===== src/rtl/adder_tree_accumulator.sv =====
// Accumulates NUM_ACC consecutive adder-tree sums into one wider result.
// Input and output use valid/ready handshakes, and back-to-back frames run without a bubble.
module adder_tree_accumulator #(
  parameter  int DATAW   = 12,
  parameter  int NUM_ACC = 8,
  parameter  int ACCW    = DATAW + $clog2(NUM_ACC),
  localparam int CNTW    = $clog2(NUM_ACC + 1)
) (
  input  logic             clk_i,
  input  logic             rst_ni,
  input  logic [DATAW-1:0] data_i,
  input  logic             sign_unsign_ni,
  input  logic             valid_i,
  output logic             ready_o,
  input  logic             clear_i,
  output logic [ACCW-1:0]  data_o,
  output logic             valid_o,
  input  logic             ready_i,
  output logic [CNTW-1:0]  count_o
);

  typedef enum logic [1:0] {
    IDLE,
    ACCUM,
    OUTPUT
  } state_e;

  localparam logic [CNTW-1:0] LAST_CNT = CNTW'(NUM_ACC - 1);

  state_e          state, next_state, first_state;
  logic [ACCW-1:0] acc;
  logic [ACCW-1:0] ext_data;
  logic [CNTW-1:0] count;
  logic            mode;
  logic            ext_signed;
  logic            in_fire;
  logic            out_fire;

  assign in_fire     = valid_i && ready_o;
  assign out_fire    = valid_o && ready_i && !clear_i;
  assign first_state = (NUM_ACC == 1) ? OUTPUT : ACCUM;

  // The first beat of a frame, including one overlapping an output handshake, uses the live mode bit.
  always_comb begin
    ext_signed = (state == ACCUM) ? mode : sign_unsign_ni;
    ext_data   = ext_signed ? ACCW'($signed(data_i)) : ACCW'(data_i);
  end

  // NOTE: sequential state uses non-blocking assignments only, so every register samples pre-edge values.
  always_ff @(posedge clk_i or negedge rst_ni) begin
    if (!rst_ni) state <= IDLE;
    else         state <= next_state;
  end

  always_comb begin
    next_state = state;
    unique case (state)
      IDLE:    if (in_fire) next_state = first_state;
      ACCUM:   if (in_fire && count == LAST_CNT) next_state = OUTPUT;
      OUTPUT:  if (out_fire) next_state = in_fire ? first_state : IDLE;
      default: next_state = IDLE;
    endcase
    if (clear_i) next_state = IDLE;
  end

  always_ff @(posedge clk_i or negedge rst_ni) begin
    if (!rst_ni) begin
      acc   <= '0;
      count <= '0;
      mode  <= 1'b0;
    end else if (clear_i) begin
      acc   <= '0;
      count <= '0;
    end else begin
      unique case (state)
        IDLE: begin
          if (in_fire) begin
            acc   <= ext_data;
            mode  <= sign_unsign_ni;
            count <= CNTW'(1);
          end
        end
        ACCUM: begin
          if (in_fire) begin
            acc   <= acc + ext_data;
            count <= count + CNTW'(1);
          end
        end
        OUTPUT: begin
          if (out_fire) begin
            if (in_fire) begin
              acc   <= ext_data;
              mode  <= sign_unsign_ni;
              count <= CNTW'(1);
            end else begin
              acc   <= '0;
              count <= '0;
            end
          end
        end
        default: begin
          acc   <= '0;
          count <= '0;
        end
      endcase
    end
  end

  // ready_o is gated by rst_ni so that no beat appears accepted while reset is held.
  always_comb begin
    valid_o = (state == OUTPUT);
    data_o  = valid_o ? acc : '0;
    count_o = count;
    ready_o = rst_ni && !clear_i && ((state == OUTPUT) ? ready_i : 1'b1);
  end

endmodule


===== config.mk =====
export PLATFORM = sky130hd
export DESIGN_NAME = adder_tree_accumulator
export DESIGN_NICKNAME = d
export VERILOG_FILES = /design/src/rtl/adder_tree_accumulator.sv
export SDC_FILE = /design/constraint.sdc
export NUM_CORES = 1
export LEC_CHECK = 0
export BUFFER_PORTS_ARGS = -buffer_cell sky130_fd_sc_hd__buf_4
export CORE_MARGIN = 2
export CORE_UTILIZATION = 49
export CTS_CLUSTER_DIAMETER = 80
export DETAILED_ROUTE_END_ITERATION = 12
export PLACE_DENSITY = 0.76
export SYNTH_ARGS = -nofsm -noshare
export SYNTH_HDL_FRONTEND = slang
export SYNTH_SLANG_ARGS = --single-unit

===== constraint.sdc =====
create_clock -name clk_i -period 2.24 [get_ports clk_i]
set_clock_uncertainty 0.05 [all_clocks]
set_input_delay 0.56 -clock clk_i [delete_from_list [all_inputs] [get_ports clk_i]]
set_output_delay 0.56 -clock clk_i [all_outputs]
set_load 0.005 [all_outputs]

After elaboration in Yosys (flattened, before gate mapping)
Cells that the tools add are included.
{"block": "word_totals", "reg_bits": 22, "input_bits": 18, "out_inout_bits": 21, "elab_cells": 52}
{"block": "classes", "n_addsub": 2, "n_eq_ne": 8, "mux": 25, "bitwise_logic": 1, "n_reduce_logical": 12}
{"op": "$mux 15", "count": 7}
{"op": "$pmux 15 s3", "count": 1}
{"op": "$mux 4", "count": 4}
{"op": "$add 15x15->15", "count": 1}
{"op": "$pmux 4 s3", "count": 1}
{"op": "$reduce_and 3->1", "count": 3}
{"op": "$mux 2", "count": 4}
{"op": "$logic_and 1x1->1", "count": 6}
{"op": "$mux 1", "count": 6}
{"op": "$ne 3x2->1 const B", "count": 2}
{"op": "$ne 3x3->1 const B", "count": 2}
{"op": "$pmux 2 s3", "count": 1}
{"op": "$add 4x1->4 const B", "count": 1}
{"op": "$eq 4x3->1 const B", "count": 1}
{"op": "$eq 2x1->1 const B", "count": 1}
{"op": "$eq 2x2->1 const B", "count": 1}
{"op": "$logic_not 2->1", "count": 1}
{"op": "$ne 2x1->1 const B", "count": 1}
{"op": "$pmux 1 s2", "count": 1}
{"op": "$reduce_bool 2->1", "count": 1}
{"op": "$logic_not 1->1", "count": 1}
{"op": "$not 1->1", "count": 1}

Longest topological paths before layout
{"block": "depth", "depth_word": 8, "mapped_depth": 9, "depth_no_buf": 9}

Least setup slack after synthesis
No wires, ideal clock.
{"block": "synth_path", "kind": "input to register", "start": "in data_i[0]", "end": "reg acc[14]", "setup_ns": 0.119, "t_arrival_ns": 2.394, "required_ns": 2.071, "slack_ns": -0.323, "stages": 9, "n_path_buf": 0, "cell_sequence": "ha_1 -> fa_1 -> a211oi_2 -> o21bai_1 -> a21oi_1 -> o21ai_1 -> mux2i_1 -> a21oi_1 -> a21bo_1"}
{"block": "synth_between", "elab_chain_len": 5}
{"element": "from (decl)", "line_no": "11", "source": "input logic [DATAW-1:0] data_i,"}
{"element": "$mux 15", "line_no": "46", "source": "ext_data = ext_signed ? ACCW'($signed(data_i)) : ACCW'(data_i);"}
{"element": "$add 15x15->15", "line_no": "85", "source": "acc <= acc + ext_data;"}
{"element": "$mux 15", "line_no": "84", "source": "if (in_fire) begin"}
{"element": "$pmux 15 s3", "line_no": "75", "source": "unique case (state)"}
{"element": "$mux 15", "line_no": "71", "source": "end else if (clear_i) begin"}
{"element": "to (signal assigned)", "line_no": "78", "source": "acc <= ext_data;"}
{"element": "to (signal assigned)", "line_no": "85"}
{"element": "to (signal assigned)", "line_no": "92", "source": "acc <= ext_data;"}
{"element": "to (decl)", "line_no": "31", "source": "logic [ACCW-1:0] acc;"}
No other way between the ends. The select of a mux whose other input is x is not followed.
A chain may end at the register's enable or synchronous reset.

Worst setup path after layout
{"block": "layout_path", "start": "reg acc[0]", "end": "reg acc[14]"}
{"block": "layout_between", "elab_chain_len": 4}
{"element": "$add 15x15->15", "line_no": "85"}
{"element": "$mux 15", "line_no": "84"}
{"element": "$pmux 15 s3", "line_no": "75"}
{"element": "$mux 15", "line_no": "71"}
No other way between the ends. The select of a mux whose other input is x is not followed.

==> impl_results.md <==
* Starting Density at 52.1%
* Iter 0 DRT Violations at 89
* Die area at 4130 um^2
* CTS max path bufs at 2
* First-pass GRT wire length at 8.20 mm
* Total gr overflow at 0
* Initial antenna violation count at 0
* Startpoint types: flop
* Design area at 2440 um^2
* Data arrival, critical path at 2.48 ns
* I/O Pins at 39
* Worst skew pair latency at 0.34 ns
* Number of port buffers at 38
* DR WL/cell at 15.3 um
* Die W at 64.2 um
* Status: finished with violations
* Final min period at 2.28 ns
* Count of pins over their slew limit at 0
* Clock transition at the registers of the reported paths at 0.15 ns
* Number of flops mapped to enable cells by yosys at 0
* Worst endpoint required time at 2.44 ns
* Reg2reg setup slack at -0.04 ns
* Worst hold margin at 0.129 ns
* Core ar. at 3420 um^2
* Fin crit share at 102%
* Min-delay worst type: in -> async
* Filler Cells Inserted at 265
* Mapped Cells at 202
* Avg Synthesized Cell Area at 8.80 um^2
* Via density at 5.68
* Final std cells w/o fill at 316
* Final Total Pwr at 1.17 mW
* Yosys Warn Count at 0
* Clock sink count at 22
* # hold bufs at CTS at 0
* Mapped Nets at 234
* Post-synth cell types at 50
* Remaining antenna violation count at 0
* Top_reg_cell synth: dfrtp_1
* Row count at 21
* Placed insts at 307
* DP Area at 2310 um^2
* Layout cells sized above 1 at 35.6%
* H-Tree Level Count at 1
* Place WS at -0.350 ns
* Vias in the first global route at 1788
* End-of-flow core utilization at 71.4%
* Nets@finish at 303
* Fin worst setup slack at -0.0384 ns
* Root Driver: clkbuf_4
* Max-Cap Viols at 0
* Failing checks: setup timing
* P&R area growth vs syn at 37.2%
* Diode count at 0
* Post-Syn Area at 1780 um^2
* Slew @ Worst Pin at 0.384 ns
* Pre-antenna DRT Iters at 4
* Remaining DRCs at 0
* Relative slew slack at 74.4%
* Peak supply drop at 0.403 mV
* Final hold vios at 0
* Worst Setup End Kind: flop
* Crit-path max FO at 4
* #FFs+latches synth at 22
* Setup TNS at -0.0384 ns
* TritonCTS Buffers at 3
* Tot GR Track Use at 25.0%
* Seq/Total Area, Yosys at 31.0%
* Final Setup Violations at 1
* Placer Congestion at 0.883
* Final wirelength at 4.84 mm
* Pwr dens at 478 nW/um^2
* Pleak at 1.19 nW
* Maximum clock frequency at 439 MHz
* RSZ-0062 raised after global routing: yes
* DP Wirelength at 3.59 mm
* Largest net degree at the start of global routing at 25
* Die height at 64.2 um
* Vias post-DR at 1796
* Kind of critical path: reg -> reg
* Fraction of synthesis flops using an asynchronous set or reset pin at 100%
* TritonCTS clock tree: built
kinds of logic after synthesis:
group	after synthesis	share of synthesized area, %
AOI/OAI and AO/OA	76	29.3
and+or+nand+nor	71	21.6
DFF	22	31.0
adders and majority gates	14	10.3
xor gates and xnor gates	9	4.43
buffers and inverters	8	2.18
muxes	2	1.20
timing repair:
| item | in CTS | in global routing |
|---|---|---|
| buffers inserted | 2 | 3 |
| pin swaps | 4 | 11 |
| endpoints found under the setup margin | 3 | 22 |
| cloned | 0 | 0 |
| resized for setup | 2 | 6 |
cell type report:
cell class	count	area (um^2)	share of cell area [%]
sequential	22	552	22.6
timing repair buffer	69	518	21.2
inverter	3	11.3	0.462
clock buffer	3	22.5	0.923
tap	46	57.6	2.36
clock inverter	1	30.0	1.23
multi-input combinational	172	1250	51.2
worst paths after layout:
path,start,to,cells past startpoint
min in group clk_i,clear_i,state[1],2
worst min register to register,acc[14],acc[14],1
worst min-delay path,rst_ni,count_o[1],2
worst max-delay path,acc[0],acc[14],9
max in group asynchronous,rst_ni,state[1],2
worst max register to register,acc[0],acc[14],9
registers in the layout, summed over array words and instances (netlist names):
| signal | count |
|---|---|
| count_o | 4 |
| state | 2 |
| mode | 1 |
| acc | 15 |
synthesized netlist by cell type (2+ instances only):
library cell | count | area share (%)
xnor2_1 | 5 | 2.5
and2_1 | 16 | 5.6
a21oi_1 | 11 | 3.1
inv_1 | 3 | 0.63
or2_2 | 3 | 1.1
a31oi_1 | 2 | 0.70
a211oi_1 | 3 | 1.3
nand2b_1 | 4 | 1.4
o31ai_1 | 2 | 0.84
nand3_1 | 4 | 1.1
o21ai_0 | 22 | 6.2
o21ai_1 | 3 | 0.84
a22oi_1 | 10 | 4.2
o21a_1 | 4 | 1.7
nor3b_1 | 2 | 0.84
nand2_1 | 18 | 3.8
clkbuf_1 | 3 | 0.63
xor2_1 | 4 | 2.0
a21o_1 | 4 | 1.7
o21bai_1 | 4 | 1.7
nor2_1 | 9 | 1.9
ha_1 | 13 | 9.1
nor3_1 | 5 | 1.4
dfrtp_1 | 22 | 31
routing by layer:
| metal | vias to the layer above | global-route usage [%] | routed length [um] |
|---|---|---|---|
| met5 | - | 0 | 0 |
| li1 | 879 | - | - |
| met3 | 11 | 2.64 | 119 |
| met4 | 0 | 6.38 | 98 |
| met2 | 31 | 45.2 | 2490 |
| met1 | 875 | 31.7 | 2130 |
power by group:
part | switching [mW] | leakage, nW | internal (mW) | total (mW)
Sequential | 0.0323 | 0.296 | 0.428 | 0.461
Clock | 0.141 | 0.0279 | 0.181 | 0.322
Combinational | 0.192 | 0.862 | 0.192 | 0.384
Total | 0.365 | 1.19 | 0.802 | 1.17
cells in the final DEF (no fill, tap or decap), types with 2 or more instances in the layout:
cell type	instances
nor2_1	9
and2_1	16
xnor2_1	4
inv_1	3
clkbuf_4	3
a21oi_1	10
o31ai_1	2
xor2_1	3
a21o_1	4
o21a_1	4
ha_1	12
nor3b_1	2
a211oi_2	3
or2_2	2
o21ai_1	2
o21ai_0	21
a31oi_1	2
nand2_1	18
nor2b_2	2
dfrtp_1	21
o21bai_1	4
nand3_1	4
nor3_1	5
a22oi_1	10
o21ai_2	2
buf_4	69
nand2b_1	4
worst max-delay path, stage by stage (launching register included):
cell,delay (ns)
dfrtp_1,0.45
ha_4,0.18
fa_2,0.36
a211oi_2,0.22
o21bai_1,0.10
a21oi_2,0.22
o21ai_2,0.11
mux2i_2,0.17
a21oi_1,0.13
a21bo_1,0.20
No activity file was read; power rests on OpenSTA's default activity.
